--- src/rtl/fpga_board_pkg.sv ---
// Shared types and default constants for the FPGA board reset sequencer.
package fpga_board_pkg;

   typedef enum logic [1:0] {
      ST_RESET = 2'd0,
      ST_HOLD  = 2'd1,
      ST_RUN   = 2'd2
   } rst_state_e;

   localparam int unsigned NUM_IN_DEF          = 4;
   localparam int unsigned SYNC_STAGES_DEF     = 2;
   localparam int unsigned DEBOUNCE_CYCLES_DEF = 100000;
   localparam int unsigned RST_HOLD_CYCLES_DEF = 1024;

   // Width of a counter that must hold values 0..n.
   function automatic int unsigned cnt_width(input int unsigned n);
      return (n < 1) ? 1 : $clog2(n + 1);
   endfunction

endpackage

--- src/rtl/fpga_debounce_ch.sv ---
// One input channel: SYNC_STAGES-deep synchroniser followed by a stable-level debouncer.
module fpga_debounce_ch
   import fpga_board_pkg::*;
#(
   parameter int unsigned SYNC_STAGES     = SYNC_STAGES_DEF,
   parameter int unsigned DEBOUNCE_CYCLES = DEBOUNCE_CYCLES_DEF,
   parameter logic        RESET_VAL       = 1'b0
) (
   input  logic clk_i,
   input  logic rst_i,
   input  logic raw_i,
   output logic db_o
);

   localparam int unsigned CntW = cnt_width(DEBOUNCE_CYCLES);
   localparam logic [CntW-1:0] CntLast = CntW'(DEBOUNCE_CYCLES - 1);

   logic [SYNC_STAGES-1:0] sync_q;
   logic                   sync_s;
   logic [CntW-1:0]        cnt_d, cnt_q;
   logic                   db_d, db_q;

   always_ff @(posedge clk_i or posedge rst_i) begin
      if (rst_i) begin
         sync_q <= '0;
      end else begin
         sync_q <= {sync_q[SYNC_STAGES-2:0], raw_i};
      end
   end

   assign sync_s = sync_q[SYNC_STAGES-1];

   // Any return to the current level restarts the stability count.
   always_comb begin
      cnt_d = cnt_q;
      db_d  = db_q;
      if (sync_s == db_q) begin
         cnt_d = '0;
      end else if (cnt_q >= CntLast) begin
         db_d  = sync_s;
         cnt_d = '0;
      end else begin
         cnt_d = cnt_q + CntW'(1);
      end
   end

   always_ff @(posedge clk_i or posedge rst_i) begin
      if (rst_i) begin
         cnt_q <= '0;
         db_q  <= RESET_VAL;
      end else begin
         cnt_q <= cnt_d;
         db_q  <= db_d;
      end
   end

   assign db_o = db_q;

endmodule

--- src/rtl/fpga_board_rst_ctrl.sv ---
// Board reset sequencer: debounces buttons and pad reset, stretches SoC reset after lock.
// Optional FPGA_BOARD_EDGE_EN builds registered rise/fall pulses for the debounced buttons.
module fpga_board_rst_ctrl
   import fpga_board_pkg::*;
#(
   parameter int unsigned             NUM_IN          = NUM_IN_DEF,
   parameter int unsigned             SYNC_STAGES     = SYNC_STAGES_DEF,
   parameter int unsigned             DEBOUNCE_CYCLES = DEBOUNCE_CYCLES_DEF,
   parameter int unsigned             RST_HOLD_CYCLES = RST_HOLD_CYCLES_DEF,
   parameter logic [NUM_IN-1:0]       RESET_LEVEL     = '0
) (
   input  logic              clk_i,
   input  logic              rst_i,
   input  logic              pad_reset_i,
   input  logic              clk_locked_i,
   input  logic [NUM_IN-1:0] btn_raw_i,
   output logic [NUM_IN-1:0] btn_db_o,
   output logic [NUM_IN-1:0] btn_rise_o,
   output logic [NUM_IN-1:0] btn_fall_o,
   output logic              soc_rst_no,
   output logic              jtag_trst_no,
   output logic [1:0]        rst_state_o
);

   localparam int unsigned HoldW = cnt_width(RST_HOLD_CYCLES);
   localparam logic [HoldW-1:0] HoldLast = HoldW'(RST_HOLD_CYCLES - 1);

   logic [NUM_IN-1:0] btn_db;
   logic              rst_db;

   for (genvar i = 0; i < NUM_IN; i++) begin : g_btn
      fpga_debounce_ch #(
         .SYNC_STAGES     (SYNC_STAGES),
         .DEBOUNCE_CYCLES (DEBOUNCE_CYCLES),
         .RESET_VAL       (RESET_LEVEL[i])
      ) u_btn_db (
         .clk_i (clk_i),
         .rst_i (rst_i),
         .raw_i (btn_raw_i[i]),
         .db_o  (btn_db[i])
      );
   end

   // Pad reset channel comes out of reset "pressed" so the SoC never sees a spurious release.
   fpga_debounce_ch #(
      .SYNC_STAGES     (SYNC_STAGES),
      .DEBOUNCE_CYCLES (DEBOUNCE_CYCLES),
      .RESET_VAL       (1'b1)
   ) u_pad_rst_db (
      .clk_i (clk_i),
      .rst_i (rst_i),
      .raw_i (pad_reset_i),
      .db_o  (rst_db)
   );

   assign btn_db_o = btn_db;

   // Lock is synchronised only; a debounce delay here would slow reaction to lock loss.
   logic [SYNC_STAGES-1:0] lk_sync_q;
   logic                   lk;

   always_ff @(posedge clk_i or posedge rst_i) begin
      if (rst_i) begin
         lk_sync_q <= '0;
      end else begin
         lk_sync_q <= {lk_sync_q[SYNC_STAGES-2:0], clk_locked_i};
      end
   end

   assign lk = lk_sync_q[SYNC_STAGES-1];

   rst_state_e       state_d, state_q;
   logic [HoldW-1:0] hold_cnt_d, hold_cnt_q;
   logic             fault;

   assign fault = !lk || rst_db;

   always_comb begin
      state_d    = state_q;
      hold_cnt_d = hold_cnt_q;
      case (state_q)
         ST_RESET: begin
            hold_cnt_d = '0;
            if (lk && !rst_db) begin
               state_d = ST_HOLD;
            end
         end
         ST_HOLD: begin
            hold_cnt_d = hold_cnt_q + HoldW'(1);
            if (hold_cnt_q == HoldLast) begin
               state_d = ST_RUN;
            end
         end
         ST_RUN: begin
            state_d = ST_RUN;
         end
         default: begin
            state_d    = ST_RESET;
            hold_cnt_d = '0;
         end
      endcase
      // Fault overrides everything, including a hold that would complete this cycle.
      if (fault) begin
         state_d    = ST_RESET;
         hold_cnt_d = '0;
      end
   end

   logic soc_rst_nq, jtag_trst_nq;

   always_ff @(posedge clk_i or posedge rst_i) begin
      if (rst_i) begin
         state_q      <= ST_RESET;
         hold_cnt_q   <= '0;
         soc_rst_nq   <= 1'b0;
         jtag_trst_nq <= 1'b0;
      end else begin
         state_q      <= state_d;
         hold_cnt_q   <= hold_cnt_d;
         soc_rst_nq   <= (state_d == ST_RUN);
         jtag_trst_nq <= lk;
      end
   end

   assign soc_rst_no   = soc_rst_nq;
   assign jtag_trst_no = jtag_trst_nq;
   assign rst_state_o  = state_q;

`ifdef FPGA_BOARD_EDGE_EN
   logic [NUM_IN-1:0] btn_db_q, rise_q, fall_q;

   always_ff @(posedge clk_i or posedge rst_i) begin
      if (rst_i) begin
         btn_db_q <= RESET_LEVEL;
         rise_q   <= '0;
         fall_q   <= '0;
      end else begin
         btn_db_q <= btn_db;
         rise_q   <= btn_db & ~btn_db_q;
         fall_q   <= ~btn_db & btn_db_q;
      end
   end

   assign btn_rise_o = rise_q;
   assign btn_fall_o = fall_q;
`else
   assign btn_rise_o = '0;
   assign btn_fall_o = '0;
`endif

endmodule
--- config.mk ---
export PLATFORM = sky130hd
export DESIGN_NAME = fpga_board_rst_ctrl
export DESIGN_NICKNAME = d
export VERILOG_FILES = /design/src/rtl/fpga_board_pkg.sv /design/src/rtl/fpga_debounce_ch.sv /design/src/rtl/fpga_board_rst_ctrl.sv
export SDC_FILE = /design/constraint.sdc
export NUM_CORES = 1
export LEC_CHECK = 0
export ABC_CLOCK_PERIOD_IN_PS = 12350
export CAP_MARGIN = 25
export CELL_PAD_IN_SITES_DETAIL_PLACEMENT = 1
export CELL_PAD_IN_SITES_GLOBAL_PLACEMENT = 2
export CORE_MARGIN = 2
export CORE_UTILIZATION = 42
export DETAILED_ROUTE_END_ITERATION = 6
export PLACE_DENSITY_LB_ADDON = 0.1
export SKIP_LAST_GASP = 1
export SYNTH_ARGS = -nofsm -noshare
export SYNTH_HDL_FRONTEND = slang
export SYNTH_SLANG_ARGS = --single-unit
export TNS_END_PERCENT = 50
--- constraint.sdc ---
create_clock -name clk_i -period 12.35 [get_ports clk_i]
set_clock_uncertainty 0.05 [all_clocks]
set_input_delay 2.47 -clock clk_i [delete_from_list [all_inputs] [get_ports clk_i]]
set_output_delay 2.47 -clock clk_i [all_outputs]
set_load 0.05 [all_outputs]
==> summary.md, run 1 <==
| Metric | Value |
|---|---|
| Io pins | `24` |
| Vias in the first global route | `4,152` |
| Number of remaining DRC errors | `0` |
| GRT Overall Usage | `17.9%` |
| Critical-path cell list | `clkdlybuf4s50_1` |
| Clock Latency Late Sink | `420 ps` |
| Buffers added on ports | `15` |
| CTS clock-pin slew for the worst setup and hold paths | `60 ps` |
| Wire length per cell | `15.0 microns` |
| Ys flop type | `dfrtp_1` |
| Worst Hold End | `g_btn[3].u_btn_db.sync_q[1]$_DFF_PP0_` |
| Via density | `~5.1` |
| Sequential area share after synthesis | `about 53%` |
| Post-route ant nets | `0` |
| Mapped Area | `about 0.0056 sq mm` |
| H-tree lvl count | `4` |
| Clk sinks | `117` |
| Share of layout cells above drive strength 1 | `8.98%` |
| Cts-stage hold buffer count | `0` |
| Starting density of the core | `between 40% and 50%` |
| Max-slew violations | `0` |
| Drt total wl | `approximately 12,000 microns` |
| Core ar. | `0.0131 sq mm` |
| CP Max Fanout | `6` |
| Peak VDD IR | `0.0955 mV` |
| TritonRoute pass-1 iters | `4` |
| Crit path arrival time | `about 1700 ps` |
| Area delta synth->final | `15.4%` |
| Slew headroom | `31.6%` |
| Postcts setup bufs | `0` |
| Setup WS pre-CTS | `7960 ps` |
| Die height | `119 microns` |
| Largest net degree at the start of global routing | `63` |
| CP top delay family | `buffers and inverters` |
| Final net count | `591` |
| Achievable Freq | `around 240 MHz` |
| Startpoint types | `register` |
| Worst hold path class | `reg2reg` |
| Status | `finished clean` |
| Largest stage delay on the critical path | `850 ps` |
| Synthesized instance count | `560` |
| Setup CP Type | `reg2out` |
| TritonCTS clock tree | `built` |
| Std-Cell Rows | `42` |
| HPWL Detailed | `7640 microns` |
| Placer Congestion | `0.730` |
| RR Endpoint | `g_btn[2].u_btn_db.cnt_q[0]$_DFF_PP0_` |
| #FFs+latches synth | `117` |
| Worst hold path stage count | `0` |
| HP Start | `g_btn[3].u_btn_db.sync_q[0]$_DFF_PP0_` |
| Worst r2r path cells | `5` |
| Root Buffer | `clkbuf_16` |
| Synth warnings | `0` |
| Die area | `0.0142 sq mm` |
| Fin crit share | `34.0%` |
| FFs w/ async S/R, synth | `between 90% and 100%` |
| Resize count post-CTS | `0` |
| Syn avg cell area | `9.93 sq um` |
| Global-route wire length before repair | `around 20,000 microns` |
| Crit path time final | `4200 ps` |
| Initial antenna violation count | `0` |
| MaxCap Viol Count | `0` |
| Max Buffers Root-to-Sink | `2` |
| Total grt overflow | `0` |
| R2R Setup Slk | `~10,000 ps` |
| Post-synth EDFFs | `0` |
| Setup violators final | `0` |
| Yosys cell types | `46` |
| Setup TNS | `0 ps` |
| PD cells | `approximately 150 mW/mm^2` |
| N_diodes | `0` |
| Final Total Pwr | `roughly 960 uW` |
| WP data required | `around 9800 ps` |
| Final worst slack | `8150 ps` |
| Cell at the slowest stage of the critical path | `clkdlybuf4s50_1` |
| RSZ-0062 raised after global routing | `false` |
| Actual slew at the worst max-slew pin | `1020 ps` |
| P_leak | `~2.8 nW` |
| Reg-to-Reg Start | `g_btn[2].u_btn_db.cnt_q[14]$_DFF_PP0_` |
| CP Capture Type | `output port` |
| CTS Buf Count | `17` |
| DR vias | `3,910` |
| Final hold viol count | `0` |
| Die extent in x | `about 120 microns` |
| Iter 0 DRT Violations | `119` |
| Crit path buf inv count | `1` |
==> cell usage after synthesis, types with 2 or more instances <==
| cell | n | share of area [%] |
|---|---|---|
| dfrtp_1 | 116 | 52 |
| nor2b_1 | 2 | 0.22 |
| xnor2_1 | 35 | 5.5 |
| nor3_1 | 14 | 1.3 |
| nand3_1 | 28 | 2.5 |
| a41oi_1 | 3 | 0.47 |
| nand4_1 | 20 | 2.2 |
| and2_1 | 2 | 0.22 |
| ha_1 | 6 | 1.3 |
| nand2_1 | 53 | 3.6 |
| nor2_1 | 118 | 8.0 |
| or4_4 | 2 | 0.40 |
| a31oi_1 | 3 | 0.34 |
| nand2b_1 | 4 | 0.45 |
| a21oi_1 | 3 | 0.27 |
| a2bb2oi_2 | 3 | 0.81 |
| or4_1 | 3 | 0.40 |
| inv_1 | 9 | 0.61 |
| nor4_1 | 4 | 0.45 |
| or2_2 | 2 | 0.22 |
| buf_6 | 4 | 0.81 |
| or3_1 | 2 | 0.22 |
| clkbuf_1 | 8 | 0.54 |
| nand2_2 | 2 | 0.22 |
| and3_1 | 11 | 1.2 |
| o21ai_0 | 18 | 1.6 |
| xor2_1 | 47 | 7.4 |
| buf_4 | 12 | 1.6 |
| mux2_2 | 5 | 1.0 |
| and4_1 | 5 | 0.79 |
==> sequential cells by signal, summed over array words and instances (netlist names) <==
name,cells
g_btn.u_btn_db.cnt_q,68
u_pad_rst_db.cnt_q,17
hold_cnt_q,11
g_btn.u_btn_db.sync_q,8
g_btn.u_btn_db.db_o,4
lk_sync_q,2
rst_state_o,2
u_pad_rst_db.sync_q,2
jtag_trst_no,1
soc_rst_no,1
u_pad_rst_db.db_o,1
==> placed cells by master, fill, tap and decap left out, drive strengths merged, types with 4 or more instances in the layout <==
cell type / n
clkinv: 4
o21ai: 18
nor2: 118
and3: 11
bufinv: 4
nand4: 20
nand2: 55
ha: 6
nor3: 15
and4: 5
clkbuf: 23
conb: 8
dfrtp: 116
mux2: 5
clkdlybuf4s50: 15
nor4: 5
inv: 9
or4: 5
xor2: 47
nand3: 29
nand2b: 4
xnor2: 35
==> power by group <==
| group | switching (mW) | internal (mW) | total [mW] |
|---|---|---|---|
| Sequential | 0.00551 | 0.390 | 0.396 |
| Clock | 0.170 | 0.357 | 0.527 |
| Combinational | 0.0243 | 0.00813 | 0.0324 |
| Total | 0.200 | 0.756 | 0.956 |
==> area by class of cell <==
| type | count | area, sq um |
|---|---|---|
| clock inverters | 9 | 148 |
| inverters | 9 | 36.3 |
| repair buffers | 16 | 158 |
| well taps | 176 | 220 |
| multi-input cells | 416 | 2440 |
| clock buffers | 23 | 488 |
| fillers | 1443 | 6670 |
| flip-flops and latches | 117 | 2930 |
==> per-stage QoR <==
stage,util (%),hold slack (ps),instances,area (sq um)
finish,49.1,300,766,6420
detailed placement,44.2,286,734,5780
floorplan,-,281,567,5590
global route,49.1,315,766,6420
CTS,49.1,299,766,6420
global placement,44.2,284,734,5780
==> how the worst max path moves through the flow <==
stage	cells past startpoint	endpoint	slack (ps)	startpoint
2_1_floorplan	1	g_btn[0].u_btn_db.cnt_q[0]$_DFF_PP0_	6730	rst_i
3_3_place_gp	3	g_btn[0].u_btn_db.cnt_q[2]$_DFF_PP0_	8010	rst_i
3_5_place_dp	3	g_btn[1].u_btn_db.cnt_q[15]$_DFF_PP0_	7960	rst_i
4_1_cts	1	rst_state_o[1]	8120	rst_state_o[1]$_DFF_PP0_
5_1_grt	1	rst_state_o[0]	8090	rst_state_o[0]$_DFF_PP0_
6_report	1	rst_state_o[0]	8150	rst_state_o[0]$_DFF_PP0_
==> kinds of logic (layout without fill, tap and decap cells) <==
group | after synthesis | count (layout) | share of synthesized area (%)
simple gates | 279 | 279 | 23.6
buf+inv | 34 | 57 | 3.94
mux | 5 | 5 | 1.01
flops | 117 | 117 | 52.7
compound gates | 36 | 36 | 4.45
fa+ha+maj | 6 | 6 | 1.35
xor+xnor | 82 | 82 | 12.9
other cells | 1 | 8 | 0.0674
==> routing by layer <==
| layer | global-route usage, % | share of wire [%] | vias to the layer above |
|---|---|---|---|
| met2 | 29.6 | 50 | 28 |
| li1 | - | - | 1895 |
| met5 | 0 | 0 | - |
| met3 | 5.41 | 2.5 | 8 |
| met1 | 22.1 | 46 | 1979 |
| met4 | 6.47 | 0.99 | 0 |
No activity file was read; power rests on OpenSTA's default activity.
==> inputs of run 2 (changes only) <==
Settings changed: ABC_CLOCK_PERIOD_IN_PS 12350 to 3900, CORE_UTILIZATION 42 to 39.
Clock period 12.35 ns to 3.9 ns, I/O delays scaled along.
==> run 2 against run 1 <==
Critical path depth unchanged. Design area decreased by 1.3%. Sequential power increased to 3.2 times the previous value.
==> summary.md, run 2 (synthesized netlist as in run 1, its figures left out) <==
| Metric | Value |
|---|---|
| Met1 Usage GRT | `22.2% (+0.057 points)` |
| Std-Cell Rows | `43 (+2.4%)` |
| Iter 0 DRT Violations | `139 (+17%)` |
| Worst hold path class | `reg2reg` |
| Critical-path cell list | `clkdlybuf4s50_1` |
| Placed Cells | `738 (+0.54%)` |
| Setup TNS | `0 ps (unchanged)` |
| Achievable Freq | `401 MHz` |
| Clk sinks | `117 (unchanged)` |
| Grt met3 use | `5.07% (-0.34 points)` |
| R2R Setup Slk | `1620 ps (-8410 ps)` |
| TritonRoute pass-1 iters | `4 (unchanged)` |
| Sw power | `625 uW (+210%)` |
| CTS Buf Count | `17 (unchanged)` |
| Clock power frac | `50.5% (-4.7 points)` |
| Share of layout cells above drive strength 1 | `8.81% (-0.17 points)` |
| Reg with most FFs | `g_btn.u_btn_db.cnt_q` |
| Initial antenna violation count | `0 (unchanged)` |
| PD cells | `433 mW/mm^2 (+190%)` |
| Final hold viol count | `0 (unchanged)` |
| Crit path buf inv count | `1 (unchanged)` |
| P_leak | `2.71 nW (-1.8%)` |
| Die extent in x | `123 microns (+3.6%)` |
| Combinational share of power | `3.8% (+0.4 points)` |
| Worst r2r path cells | `5 (unchanged)` |
| Final std cells w/o fill | `770 (+0.52%)` |
| Postcts setup bufs | `0 (unchanged)` |
| Setup WS pre-CTS | `1580 ps (-6390 ps)` |
| RSZ-0062 raised after global routing | `false` |
| Largest net degree at the start of global routing | `118 (+87%)` |
| Setup CP Type | `reg2out` |
| RR Endpoint | `g_btn[2].u_btn_db.cnt_q[9]$_DFF_PP0_` |
| Post-route ant nets | `0 (unchanged)` |
| Area delta synth->final | `13.9%` |
| Switching share of power | `22.8% (+1.9 points)` |
| Worst Hold End | `g_btn[2].u_btn_db.sync_q[1]$_DFF_PP0_` |
| Die area | `0.0152 sq mm (+7.4%)` |
| CP Max Fanout | `6 (unchanged)` |
| CTS clock-pin slew for the worst setup and hold paths | `50 ps (about the same)` |
| Global-route wire length before repair | `19,600 microns (-2.4%)` |
| Seq pwr share | `45.7% (+4.3 points)` |
| Placer Congestion | `0.750 (+2.7%)` |
| Max-slew violations | `0 (unchanged)` |
| Crit path time final | `2490 ps` |
| Die height | `123 microns (+3.6%)` |
| WP data required | `3070 ps (-6760 ps)` |
| H-tree lvl count | `4 (unchanged)` |
| Worst hold path stage count | `0 (unchanged)` |
| Commonest cells after routing, fill and taps aside | `nor2_1 (118), dfrtp_1 (116), nand2_1 (53)` |
| Largest stage delay on the critical path | `830 ps (-20 ps)` |
| Vias in the first global route | `4,097 (-1.3%)` |
| Top flop regs | `g_btn.u_btn_db.cnt_q x68, u_pad_rst_db.cnt_q x17, hold_cnt_q x11` |
| Core ar. | `0.0139 sq mm (+6.1%)` |
| N_diodes | `0 (unchanged)` |
| HP Start | `g_btn[2].u_btn_db.sync_q[0]$_DFF_PP0_` |
| Root Buffer | `clkbuf_16` |
| Fin crit share | `63.9%` |
| HPWL Detailed | `7060 microns (-7.6%)` |
| Wire length per cell | `14.3 microns (-4.8%)` |
| Io pins | `24 (unchanged)` |
| Setup violators final | `0 (unchanged)` |
| Total grt overflow | `0 (unchanged)` |
| CP top delay family | `buffers and inverters` |
| # fillers | `1,556 (+7.8%)` |
| Critical path depth | `1 (unchanged)` |
| Internal power | `2.12 mW (+180%)` |
| Worst hold margin | `297 ps (-3.37 ps)` |
| Clock Latency Late Sink | `410 ps (about the same)` |
| Final worst slack | `1410 ps (-6740 ps)` |
| Final net count | `591 (unchanged)` |
| Number of remaining DRC errors | `0 (unchanged)` |
| Max Buffers Root-to-Sink | `2 (unchanged)` |
| Resize count post-CTS | `0 (unchanged)` |
| Status | `finished clean` |
| Final Instance Area | `0.00633 sq mm (-1.3%)` |
| Cell at the slowest stage of the critical path | `clkdlybuf4s50_1` |
| Startpoint types | `register` |
| Crit path arrival time | `1660 ps (-20 ps)` |
| DR vias | `3,832 (-2.0%)` |
| Reg-to-Reg Start | `g_btn[2].u_btn_db.cnt_q[14]$_DFF_PP0_` |
| Drt total wl | `11,000 microns (-4.3%)` |
| Cts-stage hold buffer count | `0 (unchanged)` |
| GRT busiest layer | `met2` |
| Slew headroom | `36.0% (+4.5 points)` |
| Met2 Use GR | `25.2% (-4.4 points)` |
| Peak VDD IR | `0.296 mV (+210%)` |
| Max reg flops | `68 (unchanged)` |
| TritonCTS clock tree | `built` |
| Via density | `4.98 (-2.5%)` |
| Buffers added on ports | `15 (unchanged)` |
| Actual slew at the worst max-slew pin | `957 ps (-66.6 ps)` |
| MaxCap Viol Count | `0 (unchanged)` |
| Post-DP Area | `0.00580 sq mm (+0.32%)` |
| GRT Overall Usage | `16.5% (-1.4 points)` |
| CP Capture Type | `output port` |
| Commonest non-fill, non-tap cell in the layout | `nor2_1` |
| Starting density of the core | `40.1% (-2.4 points)` |
run 2: changes by cell type in the layout (fill, tap and decap cells not counted):
cell        before  now
clkinv_2         4    6
bufinv_16        4    0
buf_12           0    1
clkinv_4         0    1
clkbuf_8         4    3
clkbuf_1         2    3
buf_4            1    0
inv_4            1    0
clkinvlp_4       1    3
run 2: per-layer routing:
metal | part of all wire [%] | wire (microns)
met5 | 0 | 0
met4 | 0.85 | 94
met3 | 2.8 | 308
met2 | 47 | 5150
met1 | 50 | 5460
run 2: metrics by stage:
| step | util, % | power, mW |
|---|---|---|
| after floorplan | - | 1.36 |
| after global placement | 41.8 | 1.38 |
| after detailed placement | 41.8 | 1.38 |
| after CTS | 45.6 | 2.80 |
| after global routing | 45.6 | 2.87 |
| final | 45.6 | 2.74 |
run 2: area by class of cell:
class	instances	area (sq um)	share of cell area, %
Clock buffer	23	478	7.55
Inverter	9	37.5	0.593
Clock inverter	9	53.8	0.849
Sequential cell	117	2930	46.2
Tap cell	180	225	3.56
Multi-Input combinational cell	416	2440	38.5
Timing Repair Buffer	16	170	2.69
run 2: worst max-delay path by stage:
stage	slack [ps]	from	to
floorplan	1640	rst_i	g_btn[0].u_btn_db.cnt_q[0]$_DFF_PP0_
global placement	1700	g_btn[2].u_btn_db.cnt_q[14]$_DFF_PP0_	g_btn[2].u_btn_db.cnt_q[15]$_DFF_PP0_
detailed placement	1580	g_btn[2].u_btn_db.cnt_q[14]$_DFF_PP0_	g_btn[2].u_btn_db.cnt_q[16]$_DFF_PP0_
CTS	1380	rst_state_o[1]$_DFF_PP0_	rst_state_o[1]
global route	1340	rst_state_o[1]$_DFF_PP0_	rst_state_o[1]
finish	1410	rst_state_o[1]$_DFF_PP0_	rst_state_o[1]
run 2: power groups by stage:
stage               Combinational, mW  Clock [mW]  Sequential (mW)
floorplan                      0.0852           0             1.27
global placement                0.104           0             1.27
detailed placement              0.107           0             1.27
CTS                             0.108        1.44             1.25
global route                    0.118        1.50             1.26
finish                          0.104        1.39             1.25
